## src/rtl/control_sequencer.sv

```systemverilog
// Hardwired control sequencer: fetch (T0-T2) followed by opcode-dependent execute
// steps (T3-T5) that drive datapath strobes for a simple register-transfer CPU.
module control_sequencer (
  input  logic        clock,
  input  logic        clear,
  input  logic [31:0] IR,
  input  logic        Mem_ready,
  input  logic        Stop,
  output logic        PCout,
  output logic        IncPC,
  output logic        Zin,
  output logic        MARin,
  output logic        Zlowout,
  output logic        Read,
  output logic        MDRin,
  output logic        MDRout,
  output logic        IRin,
  output logic        Yin,
  output logic        Gra,
  output logic        Grb,
  output logic        Grc,
  output logic        Rin,
  output logic        Rout,
  output logic        ADD,
  output logic        SUB,
  output logic        AND,
  output logic        OR,
  output logic        NEG,
  output logic        NOT,
  output logic        Run,
  output logic        Illegal
);

  typedef enum logic [2:0] {RST, T0, T1, T2, T3, T4, T5, HALT} state_t;
  typedef enum logic [3:0] {
    OP_ADD, OP_SUB, OP_AND, OP_OR, OP_NEG, OP_NOT, OP_NOP, OP_HALT, OP_ILL
  } op_t;

  function automatic op_t decode_op(input logic [4:0] opc);
    case (opc)
      5'b00011: decode_op = OP_ADD;
      5'b00100: decode_op = OP_SUB;
      5'b00101: decode_op = OP_AND;
      5'b00110: decode_op = OP_OR;
      5'b10001: decode_op = OP_NEG;
      5'b10010: decode_op = OP_NOT;
      5'b11010: decode_op = OP_NOP;
      5'b11011: decode_op = OP_HALT;
      default:  decode_op = OP_ILL;
    endcase
  endfunction

  state_t state_q, state_d;
  op_t    op_q, op_d;
  logic   run_q, run_d;
  logic   illegal_q, illegal_d;
  op_t    cur_op;
  logic   three_reg, two_reg, alu_en;
  logic   unused_ir;

  assign unused_ir = ^IR[26:0];

  // IR is only valid from T3 on; T4/T5 reuse the class captured when leaving T3.
  assign cur_op    = (state_q == T3) ? decode_op(IR[31:27]) : op_q;
  assign three_reg = cur_op inside {OP_ADD, OP_SUB, OP_AND, OP_OR};
  assign two_reg   = cur_op inside {OP_NEG, OP_NOT};

  always_comb begin
    state_d   = state_q;
    op_d      = op_q;
    illegal_d = illegal_q;
    case (state_q)
      RST: state_d = T0;
      T0:  state_d = T1;
      T1:  if (Mem_ready) state_d = T2;
      T2:  state_d = T3;
      T3: begin
        op_d = cur_op;
        if (three_reg || two_reg) begin
          state_d = T4;
        end else if (cur_op == OP_NOP) begin
          state_d = Stop ? HALT : T0;
        end else if (cur_op == OP_HALT) begin
          state_d = HALT;
        end else begin
          illegal_d = 1'b1;
          state_d   = HALT;
        end
      end
      T4: begin
        if (two_reg) state_d = Stop ? HALT : T0;
        else         state_d = T5;
      end
      T5:      state_d = Stop ? HALT : T0;
      HALT:    state_d = HALT;
      default: state_d = RST;
    endcase
    run_d = state_d inside {T0, T1, T2, T3, T4, T5};
  end

  always_ff @(posedge clock) begin
    if (clear) begin
      state_q   <= RST;
      op_q      <= OP_NOP;
      run_q     <= 1'b0;
      illegal_q <= 1'b0;
    end else begin
      state_q   <= state_d;
      op_q      <= op_d;
      run_q     <= run_d;
      illegal_q <= illegal_d;
    end
  end

  always_comb begin
    PCout   = 1'b0;
    IncPC   = 1'b0;
    Zin     = 1'b0;
    MARin   = 1'b0;
    Zlowout = 1'b0;
    Read    = 1'b0;
    MDRin   = 1'b0;
    MDRout  = 1'b0;
    IRin    = 1'b0;
    Yin     = 1'b0;
    Gra     = 1'b0;
    Grb     = 1'b0;
    Grc     = 1'b0;
    Rin     = 1'b0;
    Rout    = 1'b0;
    alu_en  = 1'b0;
    case (state_q)
      T0: begin
        PCout = 1'b1;
        IncPC = 1'b1;
        Zin   = 1'b1;
        MARin = 1'b1;
      end
      T1: begin
        Zlowout = 1'b1;
        Read    = 1'b1;
        MDRin   = 1'b1;
      end
      T2: begin
        MDRout = 1'b1;
        IRin   = 1'b1;
      end
      T3: begin
        if (three_reg) begin
          Grb  = 1'b1;
          Rout = 1'b1;
          Yin  = 1'b1;
        end else if (two_reg) begin
          Grb    = 1'b1;
          Rout   = 1'b1;
          Zin    = 1'b1;
          alu_en = 1'b1;
        end
      end
      T4: begin
        if (three_reg) begin
          Grc    = 1'b1;
          Rout   = 1'b1;
          Zin    = 1'b1;
          alu_en = 1'b1;
        end else if (two_reg) begin
          Zlowout = 1'b1;
          Gra     = 1'b1;
          Rin     = 1'b1;
        end
      end
      T5: begin
        Zlowout = 1'b1;
        Gra     = 1'b1;
        Rin     = 1'b1;
      end
      default: ;
    endcase
  end

  assign ADD     = alu_en && (cur_op == OP_ADD);
  assign SUB     = alu_en && (cur_op == OP_SUB);
  assign AND     = alu_en && (cur_op == OP_AND);
  assign OR      = alu_en && (cur_op == OP_OR);
  assign NEG     = alu_en && (cur_op == OP_NEG);
  assign NOT     = alu_en && (cur_op == OP_NOT);
  assign Run     = run_q;
  assign Illegal = illegal_q;

endmodule

```

## config.mk

```make
export PLATFORM = sky130hd
export DESIGN_NAME = control_sequencer
export DESIGN_NICKNAME = d
export VERILOG_FILES = /design/src/rtl/control_sequencer.sv
export SDC_FILE = /design/constraint.sdc
export NUM_CORES = 1
export LEC_CHECK = 0
export ABC_CLOCK_PERIOD_IN_PS = 4700
export BUFFER_PORTS_ARGS = -buffer_cell sky130_fd_sc_hd__buf_2
export CORE_UTILIZATION = 43
export DETAILED_ROUTE_END_ITERATION = 10
export PLACE_DENSITY = 0.95
export SLEW_MARGIN = 20
export SYNTH_ARGS = -nofsm -noshare
export SYNTH_HDL_FRONTEND = slang
export SYNTH_SLANG_ARGS = --single-unit
```

## constraint.sdc

```tcl
create_clock -name clock -period 4.7 [get_ports clock]
set_input_delay 0.94 -clock clock [delete_from_list [all_inputs] [get_ports clock]]
set_output_delay 0.94 -clock clock [all_outputs]
set_load 0.03 [all_outputs]
```

==> reports/qor.json <==
{
  "dominantRegCellSynth": {"value": "sky130_fd_sc_hd__dfxtp_1"},
  "max-slew-margin-rel": {"value": 0.698},
  "netlist-cell-type-count": {"value": 44},
  "number_of_antenna_violations_at_the_first_check_in_global_routing": {"value": 0},
  "diodes": {"value": 0},
  "cellLeakagePower": {"value": 0.456, "unit": "nW"},
  "nets": {"value": 171},
  "critical-path-slowest-cell": {"value": "sky130_fd_sc_hd__ha_1"},
  "drc": {"value": 0},
  "drt-total-wl": {"value": 1970, "unit": "microns"},
  "asyncSetResetFlopFracSynth": {"value": 0},
  "antenna_violating_nets_post_route": {"value": 0},
  "period_needed": {"value": 3.31, "unit": "ns"},
  "hold_depth": {"value": 2},
  "critical-path-max-stage-delay": {"value": 0.33, "unit": "ns"},
  "psw": {"value": 0.114, "unit": "mW"},
  "area.growth.synth_to_final": {"value": 17.3, "unit": "%"},
  "route.detailed.wl_per_inst": {"value": 12.6, "unit": "microns"},
  "finalCritPeriodShare": {"value": 0.704},
  "fp.dieH": {"value": 45.6, "unit": "microns"},
  "clockPowerShare": {"value": 0.215},
  "crit_required": {"value": 3.76, "unit": "ns"},
  "pwr-share-comb": {"value": 0.422},
  "critical_path_arrival": {"value": 2.37, "unit": "ns"},
  "rr_worst_depth": {"value": 5},
  "initial_cell_density_of_the_core": {"value": 0.464},
  "synth-seq-cells": {"value": 9},
  "setup_tns": {"value": 0, "unit": "ns"},
  "die_area": {"value": 2080, "unit": "sq um"},
  "globalRoute.totalOverflow": {"value": 0},
  "max_cap_viol_count": {"value": 0},
  "critPathTopFamily": {"value": "buffers and inverters"},
  "startpoint_to_endpoint_class_of_the_critical_path": {"value": "in2out"},
  "power.density_cell_area": {"value": 285, "unit": "nW/um^2"},
  "via_count": {"value": 886},
  "timing.reg2reg.setup_slack": {"value": 2.65, "unit": "ns"},
  "synth_sequential_area_ratio": {"value": 0.220},
  "cp.buffers_inverters": {"value": 4},
  "max_slew_vio_count": {"value": 0},
  "floorplan.core_area": {"value": 1760, "unit": "sq um"},
  "seq_power_share": {"value": 0.363},
  "io_buffers": {"value": 31},
  "most_frequent_cells_in_the_layout": {"value": "sky130_fd_sc_hd__buf_2 (31), sky130_fd_sc_hd__nor2_1 (10), sky130_fd_sc_hd__dfxtp_1 (9), sky130_fd_sc_hd__nand2_1 (8), sky130_fd_sc_hd__inv_1 (6)"},
  "hp-class": {"value": "reg2reg"},
  "rr_endpoint": {"value": "Run"},
  "first_pass_drt_iterations": {"value": 4},
  "cts_hold_repair.buffers": {"value": 0},
  "timing.critical_path.from_type": {"value": "primary input"},
  "cts.sink_count": {"value": 9},
  "detailedPlacementHpwl": {"value": 1450, "unit": "microns"},
  "syn-cell-area": {"value": 818, "unit": "sq um"},
  "clock_skew": {"value": 0.00312, "unit": "ns"},
  "clk_root_buffer_cell": {"value": "sky130_fd_sc_hd__clkbuf_4"},
  "critical_path_peak_fanout": {"value": 8},
  "synthesis.area_per_instance": {"value": 7.65, "unit": "sq um"},
  "fp-row-count": {"value": 15},
  "clk_pin_slew": {"value": 0.06, "unit": "ns"},
  "worst-slew-pin-transition": {"value": 0.452, "unit": "ns"},
  "final_layout_size_suffix_gt1_frac": {"value": 0.321},
  "final_common_cell": {"value": "sky130_fd_sc_hd__buf_2"},
  "cts_inserted_buffers": {"value": 3},
  "worst_hold_path.endpoint": {"value": "Illegal"},
  "grt_max_degree": {"value": 16},
  "grt_pass1_vias": {"value": 713},
  "post_cts_resize_count": {"value": 0},
  "max_freq": {"value": 0.302, "unit": "GHz"},
  "global_route_wire_length_before_repair": {"value": 2980, "unit": "microns"},
  "util_after_layout": {"value": 0.544},
  "post_drt_via_cell_ratio": {"value": 5.68},
  "timing.critical_path.to_type": {"value": "primary output"},
  "power.total": {"value": 0.273, "unit": "mW"},
  "grt_setup_unrepaired": {"value": "false"},
  "chipWidth": {"value": 45.6, "unit": "microns"},
  "drt-initial-drc-count": {"value": 32},
  "p_sw_frac": {"value": 0.416},
  "setup-violations-final": {"value": 0},
  "number_of_nets_produced_by_synthesis": {"value": 146},
  "synth_edf_count": {"value": 0},
  "syn-instance-count": {"value": 107},
  "reg2reg_from": {"value": "state_q[2]"},
  "gpl.final_weighted_congestion": {"value": 0.759},
  "cts_post_setup_buffers_inserted": {"value": 0},
  "hold_path_startpoint": {"value": "Illegal"},
  "path_cells": {"value": "buf_2, inv_1, ha_1, inv_1, a32oi_1, o21ai_2, nor3b_1, buf_2"},
  "internal-power": {"value": 0.160, "unit": "mW"},
  "yosys_warnings": {"value": 0},
  "vdd_drop_max": {"value": 0.000155, "unit": "V"},
  "finalHoldViolCount": {"value": 0},
  "tritoncts_clock_tree": {"value": "built"},
  "ctsHtreeMaxLevel": {"value": 1},
  "result_of_the_run": {"value": "completed"},
  "worst_skew_pair.late_latency": {"value": 0.26, "unit": "ns"},
  "grtUsageTotal": {"value": 0.198},
  "io_pins": {"value": 59},
  "clk_path_buf_depth": {"value": 2}
}
[power groups by stage]
stage | combinational, mW | clock [mW] | sequential [mW]
after global routing | 0.124 | 0.0657 | 0.100
after floorplan | 0.0989 | 0 | 0.0940
after global placement | 0.109 | 0 | 0.0996
after detailed placement | 0.113 | 0 | 0.100
final | 0.115 | 0.0588 | 0.0991
after CTS | 0.114 | 0.0621 | 0.0987
[synthesized netlist by cell type (all sizes together), types with 4 or more instances]
cell type / n / area, sq um
nor2: 10 / 37.5
a21oi: 5 / 25.0
nand2: 8 / 30.0
dfxtp: 9 / 180
nor3b: 6 / 56.3
inv: 7 / 26.3
a31oi: 4 / 25.0
o21ai: 4 / 27.5
buf: 10 / 67.6
a211oi: 4 / 35.0
nor3: 5 / 25.0
[metal layers]
metal	share of wire	up-vias	routed length [microns]	global-route usage
met5	0	-	0	0
met4	0.015	0	29	0.109
met3	0.071	4	139	0.0357
met2	0.50	56	983	0.343
met1	0.42	395	818	0.226
li1	-	431	-	-
[stage by stage]
step	setup slack [ns]	hold slack (ns)	instances	area [sq um]
after floorplan	1.31	0.459	107	818
after global placement	1.49	0.434	152	933
after detailed placement	1.41	0.435	152	933
after CTS	1.40	0.449	156	960
after global routing	1.32	0.475	156	960
final	1.39	0.447	156	960
[tightest hold or removal path, stage by stage (launching register included)]
cell	delay, ns
sky130_fd_sc_hd__dfxtp_1	0.31
sky130_fd_sc_hd__inv_1	0.04
sky130_fd_sc_hd__a21oi_1	0.05
[how the worst max path moves through the flow]
stage	cells after the start	slack (ns)	endpoint	start
finish	8	1.39	OR	IR[27]
global route	8	1.32	OR	IR[27]
CTS	8	1.40	OR	IR[27]
detailed placement	8	1.41	OR	IR[27]
global placement	8	1.49	OR	IR[27]
floorplan	4	1.31	OR	IR[27]
[state kept, by name, summed over array words and instances, names as in the netlist]
name     cells
op_q         4
Illegal      1
state_q      3
Run          1
[layout make-up]
type | count | area [sq um]
sequential | 9 | 180
fill | 177 | 805
clock buffer | 4 | 26.3
multi-input combinational | 80 | 541
timing repair buffer | 31 | 155
tap | 25 | 31.3
inverter | 7 | 26.3
[logic make-up after synthesis]
kind of cell / share of synthesized area
AOI/OAI and AO/OA: 0.234
DFF: 0.220
and+or+nand+nor: 0.369
buffers and inverters: 0.119
adders and majority gates: 0.0459
muxes: 0.0122
(Power assumes the default switching activity.)
